===== src/rtl/mem_port_arbiter.sv =====
// mem_port_arbiter: shares one memory port between the instruction-fetch
// requester (read-only) and the data requester (read/write, byte-enabled).
// Data wins by default. A saturating starvation counter forces a fetch grant
// after STARVE_LIMIT consecutive data grants taken while fetch was waiting.
// Only one transaction is in flight at a time, and at least one IDLE cycle
// separates consecutive transactions.
//
// Ports:
//   clk, rst                 clock, synchronous active-high reset
//   i_read/i_addr            fetch request (level, held until i_resp)
//   i_rdata/i_resp           fetch read data / completion pulse
//   d_read/d_write/d_addr    data request (level, held until d_resp)
//   d_wdata/d_byte_enable    data write payload
//   d_rdata/d_resp           data read data / completion pulse
//   pmem_*                   physical memory port
//   busy                     transaction in flight
module mem_port_arbiter #(
  parameter int unsigned ADDR_W       = 16,
  parameter int unsigned DATA_W       = 16,
  parameter int unsigned STARVE_LIMIT = 4
) (
  input  logic                clk,
  input  logic                rst,
  input  logic                i_read,
  input  logic [ADDR_W-1:0]   i_addr,
  output logic [DATA_W-1:0]   i_rdata,
  output logic                i_resp,
  input  logic                d_read,
  input  logic                d_write,
  input  logic [ADDR_W-1:0]   d_addr,
  input  logic [DATA_W-1:0]   d_wdata,
  input  logic [DATA_W/8-1:0] d_byte_enable,
  output logic [DATA_W-1:0]   d_rdata,
  output logic                d_resp,
  output logic                pmem_read,
  output logic                pmem_write,
  output logic [ADDR_W-1:0]   pmem_addr,
  output logic [DATA_W-1:0]   pmem_wdata,
  output logic [DATA_W/8-1:0] pmem_byte_enable,
  input  logic [DATA_W-1:0]   pmem_rdata,
  input  logic                pmem_resp,
  output logic                busy
);

  localparam int unsigned BE_W  = DATA_W / 8;
  localparam int unsigned CNT_W = 4;
  localparam logic [CNT_W-1:0] CNT_MAX = '1;
  localparam logic [CNT_W-1:0] LIMIT   = CNT_W'(STARVE_LIMIT);

  typedef enum logic [1:0] {
    IDLE    = 2'd0,
    SERVE_I = 2'd1,
    SERVE_D = 2'd2
  } state_t;

  state_t              state_q, state_d;
  logic [CNT_W-1:0]    cnt_q, cnt_d;
  logic [ADDR_W-1:0]   addr_q, addr_d;
  logic [DATA_W-1:0]   wdata_q, wdata_d;
  logic [BE_W-1:0]     be_q, be_d;
  logic                rd_q, rd_d;
  logic                wr_q, wr_d;
  logic                d_req;

  // State and grant registers; strobes come straight from these.
  always_ff @(posedge clk) begin
    if (rst) begin
      state_q <= IDLE;
      cnt_q   <= '0;
      addr_q  <= '0;
      wdata_q <= '0;
      be_q    <= '0;
      rd_q    <= 1'b0;
      wr_q    <= 1'b0;
    end else begin
      state_q <= state_d;
      cnt_q   <= cnt_d;
      addr_q  <= addr_d;
      wdata_q <= wdata_d;
      be_q    <= be_d;
      rd_q    <= rd_d;
      wr_q    <= wr_d;
    end
  end

  // Arbitration, grant capture and completion.
  always_comb begin
    state_d = state_q;
    cnt_d   = cnt_q;
    addr_d  = addr_q;
    wdata_d = wdata_q;
    be_d    = be_q;
    rd_d    = rd_q;
    wr_d    = wr_q;
    d_req   = d_read | d_write;

    case (state_q)
      IDLE: begin
        // Fetch wins only when alone or once data has starved it long enough.
        if (i_read && (!d_req || (cnt_q >= LIMIT))) begin
          state_d = SERVE_I;
          addr_d  = i_addr;
          wdata_d = '0;
          be_d    = '1;
          rd_d    = 1'b1;
          wr_d    = 1'b0;
          cnt_d   = '0;
        end else if (d_req) begin
          state_d = SERVE_D;
          addr_d  = d_addr;
          wdata_d = d_wdata;
          be_d    = d_byte_enable;
          // Simultaneous read and write is treated as a write.
          rd_d    = ~d_write;
          wr_d    = d_write;
          if (i_read) begin
            cnt_d = (cnt_q == CNT_MAX) ? cnt_q : cnt_q + CNT_W'(1);
          end else begin
            cnt_d = '0;
          end
        end
      end
      SERVE_I, SERVE_D: begin
        if (pmem_resp) begin
          state_d = IDLE;
          rd_d    = 1'b0;
          wr_d    = 1'b0;
        end
      end
      default: begin
        state_d = IDLE;
        rd_d    = 1'b0;
        wr_d    = 1'b0;
      end
    endcase
  end

  assign pmem_read        = rd_q;
  assign pmem_write       = wr_q;
  assign pmem_addr        = addr_q;
  assign pmem_wdata       = wdata_q;
  assign pmem_byte_enable = be_q;

  // Completion is returned in the same cycle as pmem_resp.
  assign i_resp  = (state_q == SERVE_I) && pmem_resp;
  assign d_resp  = (state_q == SERVE_D) && pmem_resp;
  assign i_rdata = pmem_rdata;
  assign d_rdata = pmem_rdata;
  assign busy    = (state_q != IDLE);

endmodule


===== config.mk =====
export PLATFORM = sky130hd
export DESIGN_NAME = mem_port_arbiter
export DESIGN_NICKNAME = d
export VERILOG_FILES = /design/src/rtl/mem_port_arbiter.sv
export SDC_FILE = /design/constraint.sdc
export NUM_CORES = 1
export LEC_CHECK = 0
export BUFFER_PORTS_ARGS = -buffer_cell sky130_fd_sc_hd__buf_4
export CORE_AREA = 2 2 87 89
export CTS_CLUSTER_SIZE = 20
export DETAILED_ROUTE_END_ITERATION = 16
export DIE_AREA = 0 0 89 91
export PLACE_DENSITY = 0.63
export SETUP_SLACK_MARGIN = 0.05
export SLEW_MARGIN = 15
export SYNTH_ARGS = -nofsm -noshare
export SYNTH_HDL_FRONTEND = slang
export SYNTH_SLANG_ARGS = --single-unit

===== constraint.sdc =====
create_clock -name clk -period 1.9 [get_ports clk]
set_input_delay 0.19 -clock clk [delete_from_list [all_inputs] [get_ports clk]]
set_output_delay 0.19 -clock clk [all_outputs]
set_load 0.005 [all_outputs]

==> impl_metrics.py, run 1 <==
metrics = {
    "outcome": {
        "outcome": "finished, final reports clean",
    },
    "placed_design": {
        "dpl_worst_slack_ps": 17.1,
        "hpwl_um": 3760,
        "port_buffers": 94,
        "gp_congestion": 0.698,
        "dpl_cell_area_sq_um": 2650,
    },
    "sta": {
        "finalSetupViolCount": 0,
        "max_slew.worst_pin.slew_ps": 961,
        "fin_skew_ps": 4.00,
        "relSlewSlack_pct": 35.9,
        "layout_min_cycle_time_ps": 1620,
        "rsz0062_at_grt": "no",
        "timing.final.crit_share_pct": 85.1,
        "fmax_mhz": 619,
        "setup_tns_ps": 0,
        "drv_slew": 0,
        "fin_ws_ps": 284,
        "finalHoldViolations": 0,
    },
    "power_and_ir_drop": {
        "p_sw_uw": 642,
        "combPwrFrac_pct": 24.5,
        "power_density_nw_per_um2": 893,
        "leakage_nw": 1.26,
        "peakVddDrop_uv": 272,
        "power.share.clock_pct": 34.4,
        "intPower_mw": 1.85,
        "seq_power_share_pct": 41.1,
        "swShare_pct": 25.7,
        "total_power_mw": 2.50,
    },
    "setup_path": {
        "reg2reg_from": "state_q[0]",
        "max_stage_delay_ps": 330,
        "crit_arrival_ps": 1810,
        "critical_path.most_common_cell": "inv_1",
        "start_kind": "register",
        "critPathSlowestCell": "dfxtp_1",
        "crit_path_start": "state_q[0]",
        "crit_chain": "inv_1 -> ha_2 -> inv_1 -> nor2_2 -> buf_4 -> nor2_1 -> a211oi_1",
        "path_class": "reg2reg",
        "cpLargestDelayFamily": "buffers and inverters",
        "critical_path_required_ps": 2090,
        "cp_max_fo": 15,
        "cp-end-kind": "register",
        "critPathBufInv": 3,
    },
    "cts": {
        "postCtsHoldBufs": 0,
        "ctsResizeCount": 0,
        "root_buffer": "clkbuf_8",
        "clock_tree.buffer_depth": 2,
        "cts_buffers": 5,
        "h-tree-depth": 2,
        "path_clk_slew_ps": 80,
        "clk_latency_ps": 280,
        "post-cts-setup-buffers": 0,
        "numClockSinks": 42,
        "tritoncts": "yes",
    },
    "cells_and_area": {
        "nNetsFinal": 384,
        "final_util_pct": 39.1,
        "final_common_cell": "buf_4",
        "drive_gt1_share_pct": 42.1,
        "final_cell_area_sq_um": 2790,
        "layout_common_cells": "buf_4 (99), dfxtp_1 (42), nand2_1 (36)",
        "antenna_cells": 0,
        "fillers": 783,
        "syn_to_final_growth_pct": 32.6,
    },
    "die": {
        "dieArea_sq_um": 8100,
        "die_w_um": 89,
        "pin_count": 143,
        "core-area_sq_um": 7140,
        "num_rows": 31,
        "fp.dieH_um": 91,
        "initial_core_util_pct": 29.5,
    },
    "detailed_routing": {
        "wl_um": 5170,
        "vias_per_cell": 4.46,
        "drt-initial-drc-count": 36,
        "ant_nets": 0,
        "route.detailed.drc": 0,
        "avgRoutedWirePerCell_um": 12.7,
        "vias": 1820,
        "dr.pass1.iters": 4,
    },
    "yosys": {
        "ys_ff_latch": 42,
        "synthArstFlopShare_pct": 0,
        "synth_edf_count": 0,
        "yosysUniqueCellTypes": 29,
        "ys.flop_type": "dfxtp_1",
        "yosysSeqAreaShare_pct": 39.9,
        "yosys_warnings": 0,
        "synthCells": 251,
        "synth_fp_nets": 327,
        "syn_area_sq_um": 2110,
        "syn_area_per_cell_sq_um": 8.39,
    },
    "grt": {
        "grt_first_pass_wirelength_um": 8110,
        "grt_usage_pct": 12.6,
        "grt_pass1_vias": 1781,
        "grt_max_degree": 43,
        "antenna_found_initial": 0,
        "gr-total-overflow": 0,
    },
    "run": {
        "drv_cap": 0,
    },
    "hold_path": {
        "hold_path.startpoint": "d_addr[2]",
        "hp-class": "in2reg",
    },
}
## final timing paths
check                  endpoint  slack (ps)  cells past startpoint
setup / recovery   pmem_addr[1]         280                      7
hold reg to reg   pmem_wdata[8]         460                      2
hold / removal     pmem_addr[2]         150                      3
setup reg to reg   pmem_addr[1]         280                      7
## cells in the mapped netlist (all sizes together), types with 2 or more instances
master / instances / area (sq um)
buf: 44 / 325
dfxtp: 42 / 841
nand2: 36 / 135
a21oi: 35 / 201
nor2: 26 / 100
a211oi: 18 / 185
nand3: 16 / 80.1
clkbuf: 6 / 22.5
nor3: 5 / 25.0
ha: 4 / 50.1
a22oi: 3 / 22.5
inv: 3 / 11.3
and2: 2 / 12.5
o21ai: 2 / 13.8
## cell type report
| class | count | area, sq um | share of cell area (%) |
|---|---|---|---|
| clock buffer | 6 | 82.6 | 2.96 |
| clock inverter | 2 | 60.1 | 2.15 |
| inverter | 3 | 11.3 | 0.403 |
| multi-input combinational | 156 | 912 | 32.6 |
| sequential | 42 | 841 | 30.1 |
| tap | 99 | 124 | 4.43 |
| timing repair buffer | 100 | 763 | 27.3 |
## per-layer routing
metal  GRT usage (%)  share of wire [%]
met5               0                  0
met2            22.3                 50
met1            13.6                 40
met4            3.98               0.66
met3            4.64                9.0
## kinds of logic after synthesis
logic type               share of synthesized area (%)
flip-flops                                        39.9
adder cells (fa/ha/maj)                           2.38
buffers and inverters                             17.0
AND/OR/NAND/NOR                                   18.1
AO/OA/AOI/OAI                                     22.6
## registers in the layout, indices dropped and copies added, names as in the netlist
| name | flops |
|---|---|
| pmem_byte_enable | 2 |
| pmem_write | 1 |
| pmem_wdata | 16 |
| pmem_addr | 16 |
| cnt_q | 4 |
| pmem_read | 1 |
| state_q | 2 |
## worst register-to-register path, cell delays in order, from the launching register on
cell,delay (ps)
dfxtp_1,330
inv_1,80
ha_2,250
inv_1,80
nor2_2,230
buf_4,260
nor2_1,70
a211oi_1,230
## power groups by stage
stage          sequential [mW]  combinational (mW)  clock (mW)
2_1_floorplan             1.05               0.378           0
3_3_place_gp              1.05               0.614           0
3_5_place_dp              1.05               0.623           0
4_1_cts                   1.03               0.624       0.900
5_1_grt                   1.04               0.677       0.939
6_report                  1.03               0.612       0.858
## per-stage QoR
stage	instances	hold slack, ps
final	408	155
after global routing	408	138
after CTS	408	140
after detailed placement	400	380
after global placement	400	380
after floorplan	251	331
(Power assumes the default switching activity.)
==> run 2, diff against run 1 <==
--- a/config.mk
+++ b/config.mk
@@ -6,10 +6,10 @@
 export NUM_CORES = 1
 export LEC_CHECK = 0
 export BUFFER_PORTS_ARGS = -buffer_cell sky130_fd_sc_hd__buf_4
-export CORE_AREA = 2 2 87 89
+export CORE_AREA = 2 2 72 108
 export CTS_CLUSTER_SIZE = 20
 export DETAILED_ROUTE_END_ITERATION = 16
-export DIE_AREA = 0 0 89 91
+export DIE_AREA = 0 0 74 110
 export PLACE_DENSITY = 0.63
 export SETUP_SLACK_MARGIN = 0.05
 export SLEW_MARGIN = 15
==> run 2 against run 1 <==
Against the previous run:
- sequential cell count stayed put
- non-clock buffer count grew 1
- worst hold slack worse by 2.2 ps
- sequential power is essentially flat
- clock-buffer cell count up 1
- core utilization shrank 0.69 points
- register-to-register slack lost 70 ps
- critical path type unchanged
- global-route usage grew 0.45 points
- clock skew grew 2.3 ps
- largest power group unchanged
==> impl_metrics.py, run 2 (synthesized netlist as in run 1, its figures left out) <==
metrics = {
    "detailed_routing": {
        "wl_um": 5360,
        "ant_nets": 0,
        "vias_per_cell": 4.63,
        "route.detailed.drc": 0,
        "avgRoutedWirePerCell_um": 13.1,
        "drt-initial-drc-count": 53,
        "vias": 1900,
        "dr.pass1.iters": 4,
    },
    "sta": {
        "timing.final.crit_share_pct": 88.7,
        "drv_slew": 0,
        "rsz0062_at_grt": "no",
        "layout_min_cycle_time_ps": 1690,
        "finalHoldViolations": 0,
        "finalSetupViolCount": 0,
        "max_slew.worst_pin.slew_ps": 707,
        "relSlewSlack_pct": 52.8,
        "fin_skew_ps": 6.34,
        "setup_tns_ps": 0,
        "fmax_mhz": 593,
    },
    "grt": {
        "grt_usage_pct": 13.0,
        "grt_first_pass_wirelength_um": 8160,
        "grt_max_degree": 43,
        "gr-total-overflow": 0,
        "antenna_found_initial": 0,
        "grt_pass1_vias": 1835,
    },
    "placed_design": {
        "dp_cells": 402,
        "port_buffers": 94,
        "hpwl_um": 3980,
        "gp_congestion": 0.707,
        "dpl_cell_area_sq_um": 2670,
    },
    "cells_and_area": {
        "instances_no_fill": 410,
        "multiInputGateArea_sq_um": 910,
        "nNetsFinal": 385,
        "antenna_cells": 0,
        "final_cell_area_sq_um": 2760,
        "syn_to_final_growth_pct": 31.1,
        "final_common_cell": "buf_4",
        "drive_gt1_share_pct": 41.6,
        "fillers": 775,
        "seqCellArea_sq_um": 841,
        "layout_common_cells": "buf_4 (99), dfxtp_1 (42), nand2_1 (36)",
    },
    "run": {
        "drv_cap": 0,
    },
    "setup_path": {
        "critical_path_required_ps": 2100,
        "critPathSlowestCell": "dfxtp_1",
        "crit_chain": "inv_1 -> ha_1 -> inv_1 -> nor2_2 -> buf_12 -> a41oi_1 -> a211oi_1",
        "crit_arrival_ps": 1880,
        "critical_path.most_common_cell": "inv_1",
        "critPathBufInv": 3,
        "rrSetupSlack_ps": 210,
        "start_kind": "register",
        "cp-end-kind": "register",
        "cp_max_fo": 25,
        "cpLargestDelayFamily": "buffers and inverters",
        "path_class": "reg2reg",
        "max_stage_delay_ps": 350,
    },
    "power_and_ir_drop": {
        "power_density_nw_per_um2": 813,
        "peakVddDrop_uv": 338,
        "leakage_nw": 1.25,
    },
    "outcome": {
        "outcome": "finished, final reports clean",
    },
    "cts": {
        "ctsResizeCount": 0,
        "root_buffer": "clkbuf_8",
        "h-tree-depth": 2,
        "clock_tree.buffer_depth": 2,
        "cts_buffers": 5,
        "numClockSinks": 42,
        "post-cts-setup-buffers": 0,
        "clk_latency_ps": 290,
        "path_clk_slew_ps": 80,
        "postCtsHoldBufs": 0,
        "tritoncts": "yes",
    },
    "die": {
        "num_rows": 38,
        "core-area_sq_um": 7180,
        "initial_core_util_pct": 29.3,
        "dieArea_sq_um": 8140,
        "pin_count": 143,
        "fp.dieH_um": 110,
        "die_w_um": 74,
    },
    "hold_path": {
        "hp-class": "in2reg",
    },
}
## run 2: per-layer routing
layer	up-vias	global-route usage, %	share of wire, %
met4	0	4.94	1.6
met2	68	25.3	56
met3	13	3.00	6.3
met5	-	0	0
li1	932	-	-
met1	887	12.9	36
## run 2: final timing paths
path | from | to | cells after the start
setup / recovery | state_q[1] | cnt_q[3] | 7
hold / removal | d_addr[3] | pmem_addr[3] | 3
setup reg to reg | state_q[1] | cnt_q[3] | 7
hold reg to reg | pmem_wdata[10] | pmem_wdata[10] | 2
## run 2: where the power goes
part | internal [mW] | total, mW | switching (mW)
Sequential | 0.973 | 1.02 | 0.0503
Clock | 0.294 | 0.594 | 0.301
Combinational | 0.328 | 0.628 | 0.300
## run 2: layout make-up
type / instances / share of cell area, %
flip-flops and latches: 42 / 30.4
clock buffers: 7 / 3.13
well taps: 100 / 4.53
clock inverters: 1 / 0.181
repair buffers: 101 / 28.4
inverters: 3 / 0.408
multi-input cells: 156 / 32.9
## run 2: worst register-to-register path, stage by stage, from the launching register on
cell and delay, ps:
dfxtp_1 350, inv_1 80, ha_1 290, inv_1 110
nor2_2 200, buf_12 190, a41oi_1 140, a211oi_1 240
## run 2: through the flow
step	worst slack [ps]	hold WS [ps]	total power, mW	util [%]
6_report	214	153	2.25	38.5
5_1_grt	89.5	141	2.39	38.5
4_1_cts	238	142	2.30	38.5
3_5_place_dp	253	380	1.69	37.2
3_3_place_gp	266	380	1.68	37.2
2_1_floorplan	460	331	1.42	-
==> run 3, diff against run 2 <==
--- a/config.mk
+++ b/config.mk
@@ -6,13 +6,13 @@
 export NUM_CORES = 1
 export LEC_CHECK = 0
 export BUFFER_PORTS_ARGS = -buffer_cell sky130_fd_sc_hd__buf_4
-export CORE_AREA = 2 2 72 108
+export CORE_AREA = 2 2 61 92
 export CTS_CLUSTER_SIZE = 20
 export DETAILED_ROUTE_END_ITERATION = 16
-export DIE_AREA = 0 0 74 110
-export PLACE_DENSITY = 0.63
+export DIE_AREA = 0 0 63 94
+export PLACE_DENSITY = 0.82
 export SETUP_SLACK_MARGIN = 0.05
-export SLEW_MARGIN = 15
+export SLEW_MARGIN = 20
 export SYNTH_ARGS = -nofsm -noshare
 export SYNTH_HDL_FRONTEND = slang
 export SYNTH_SLANG_ARGS = --single-unit
==> run 3 against run 2 <==
Against the previous run:
- combinational power down 2%
- final cell count down 8.3%
- worst setup slack better by 4.9 ps
- sequential power about the same
- clock power down 0.7%
- critical endpoint is now pmem_write
==> impl_metrics.py, run 3 (synthesized netlist as in run 1, its figures left out) <==
metrics = {
    "cts": {
        "root_buffer": "clkbuf_8",
        "path_clk_slew_ps": 80,
        "ctsResizeCount": 0,
        "postCtsHoldBufs": 0,
        "numClockSinks": 42,
        "cts_buffers": 5,
        "clock_tree.buffer_depth": 2,
        "h-tree-depth": 2,
        "post-cts-setup-buffers": 0,
        "tritoncts": "yes",
        "clk_latency_ps": 290,
    },
    "grt": {
        "antenna_found_initial": 0,
        "grt.busiest_layer": "met2",
        "grtUsageMet3_pct": 4.68,
        "grt_first_pass_wirelength_um": 8260,
        "use_met2_pct": 33.4,
        "gr-usage-met1_pct": 17.3,
        "gr-total-overflow": 0,
        "grt_usage_pct": 17.6,
        "grt_pass1_vias": 1774,
        "grt_max_degree": 43,
    },
    "cells_and_area": {
        "nNetsFinal": 383,
        "layout_common_cells": "buf_4 (97), dfxtp_1 (42), nand2_1 (36)",
        "syn_to_final_growth_pct": 28.3,
        "drive_gt1_share_pct": 41.9,
        "fillers": 494,
        "final_common_cell": "buf_4",
        "final_util_pct": 53.1,
        "instances_no_fill": 376,
        "antenna_cells": 0,
        "final_cell_area_sq_um": 2700,
    },
    "sta": {
        "relSlewSlack_pct": 29.6,
        "finalSetupViolCount": 0,
        "timing.final.crit_share_pct": 88.5,
        "max_slew.worst_pin.slew_ps": 1060,
        "rsz0062_at_grt": "yes",
        "layout_min_cycle_time_ps": 1680,
        "finalHoldViolations": 0,
        "fmax_mhz": 595,
        "holdWs_ps": 155,
        "fin_ws_ps": 219,
        "fin_skew_ps": 8.39,
        "setup_tns_ps": 0,
        "drv_slew": 0,
    },
    "die": {
        "pin_count": 143,
        "dieArea_sq_um": 5920,
        "fp.dieH_um": 94,
        "core-area_sq_um": 5080,
        "initial_core_util_pct": 41.4,
        "num_rows": 32,
        "die_w_um": 63,
    },
    "detailed_routing": {
        "vias": 1870,
        "ant_nets": 0,
        "dr.pass1.iters": 4,
        "avgRoutedWirePerCell_um": 13.8,
        "wl_um": 5170,
        "vias_per_cell": 4.97,
        "drt-initial-drc-count": 63,
        "route.detailed.drc": 0,
    },
    "setup_path": {
        "r2r_cells": 6,
        "critical_path_required_ps": 2070,
        "path_class": "reg2reg",
        "cp-end-kind": "register",
        "crit_path_start": "state_q[0]",
        "reg2reg_from": "state_q[0]",
        "rrSetupSlack_ps": 220,
        "crit_arrival_ps": 1850,
        "reg2reg_to": "pmem_write",
        "start_kind": "register",
        "crit_path_end": "pmem_write",
        "cp_max_fo": 23,
    },
    "outcome": {
        "outcome": "finished, final reports clean",
    },
    "placed_design": {
        "port_buffers": 94,
        "hpwl_um": 3720,
        "dpl_cell_area_sq_um": 2600,
        "gp_congestion": 0.779,
        "dp_cells": 368,
        "dpl_worst_slack_ps": -24.4,
    },
    "power_and_ir_drop": {
        "total_power_mw": 2.23,
        "peakVddDrop_uv": 495,
        "leakage_nw": 1.23,
        "power_density_nw_per_um2": 826,
    },
    "run": {
        "drv_cap": 0,
    },
    "hold_path": {
        "hp-class": "in2reg",
        "hold_path.startpoint": "d_addr[1]",
    },
}
[run 3: cell count changes in the layout (fill, tap and decap cells not counted)]
| cell | previous run | this run |
|---|---|---|
| buf_12 | 2 | 1 |
| buf_4 | 99 | 97 |
| buf_6 | 0 | 1 |
| clkbuf_1 | 1 | 0 |
| clkinvlp_4 | 0 | 1 |
| o21a_1 | 1 | 0 |
| o21a_2 | 0 | 1 |
[run 3: area by class of cell]
class                           instances  area, sq um  share of cell area, %
Clock buffer                            6         82.6                   3.06
Clock inverter                          2         12.5                  0.463
Tap cell                               68         85.1                   3.15
Sequential cell                        42          841                   31.1
Multi-Input combinational cell        156          911                   33.7
Inverter                                3         11.3                  0.417
Timing Repair Buffer                   99          759                   28.1
[run 3: how the worst min path moves through the flow]
| stage | to | cells after the start |
|---|---|---|
| floorplan | pmem_addr[0] | 2 |
| global placement | d_rdata[6] | 0 |
| detailed placement | d_rdata[6] | 0 |
| CTS | pmem_wdata[11] | 3 |
| global route | pmem_wdata[4] | 3 |
| finish | pmem_addr[1] | 3 |
[run 3: power by group]
| group | total, mW | switching (mW) | leakage (nW) | internal, mW |
|---|---|---|---|---|
| Sequential | 1.02 | 0.0506 | 0.347 | 0.973 |
| Clock | 0.590 | 0.298 | 0.0472 | 0.292 |
| Combinational | 0.618 | 0.297 | 0.837 | 0.320 |
| Total | 2.23 | 0.646 | 1.23 | 1.59 |
[run 3: critical path: stages (launching register included)]
cell	delay, ps
dfxtp_1	360
inv_1	70
ha_1	290
o31ai_4	280
nor2_1	240
a32oi_1	260
nor2_1	50
[run 3: per-layer routing]
| metal | wire length [um] | share of wire (%) |
|---|---|---|
| met3 | 341 | 6.6 |
| met2 | 2790 | 54 |
| met5 | 0 | 0 |
| met1 | 1910 | 37 |
| met4 | 131 | 2.5 |
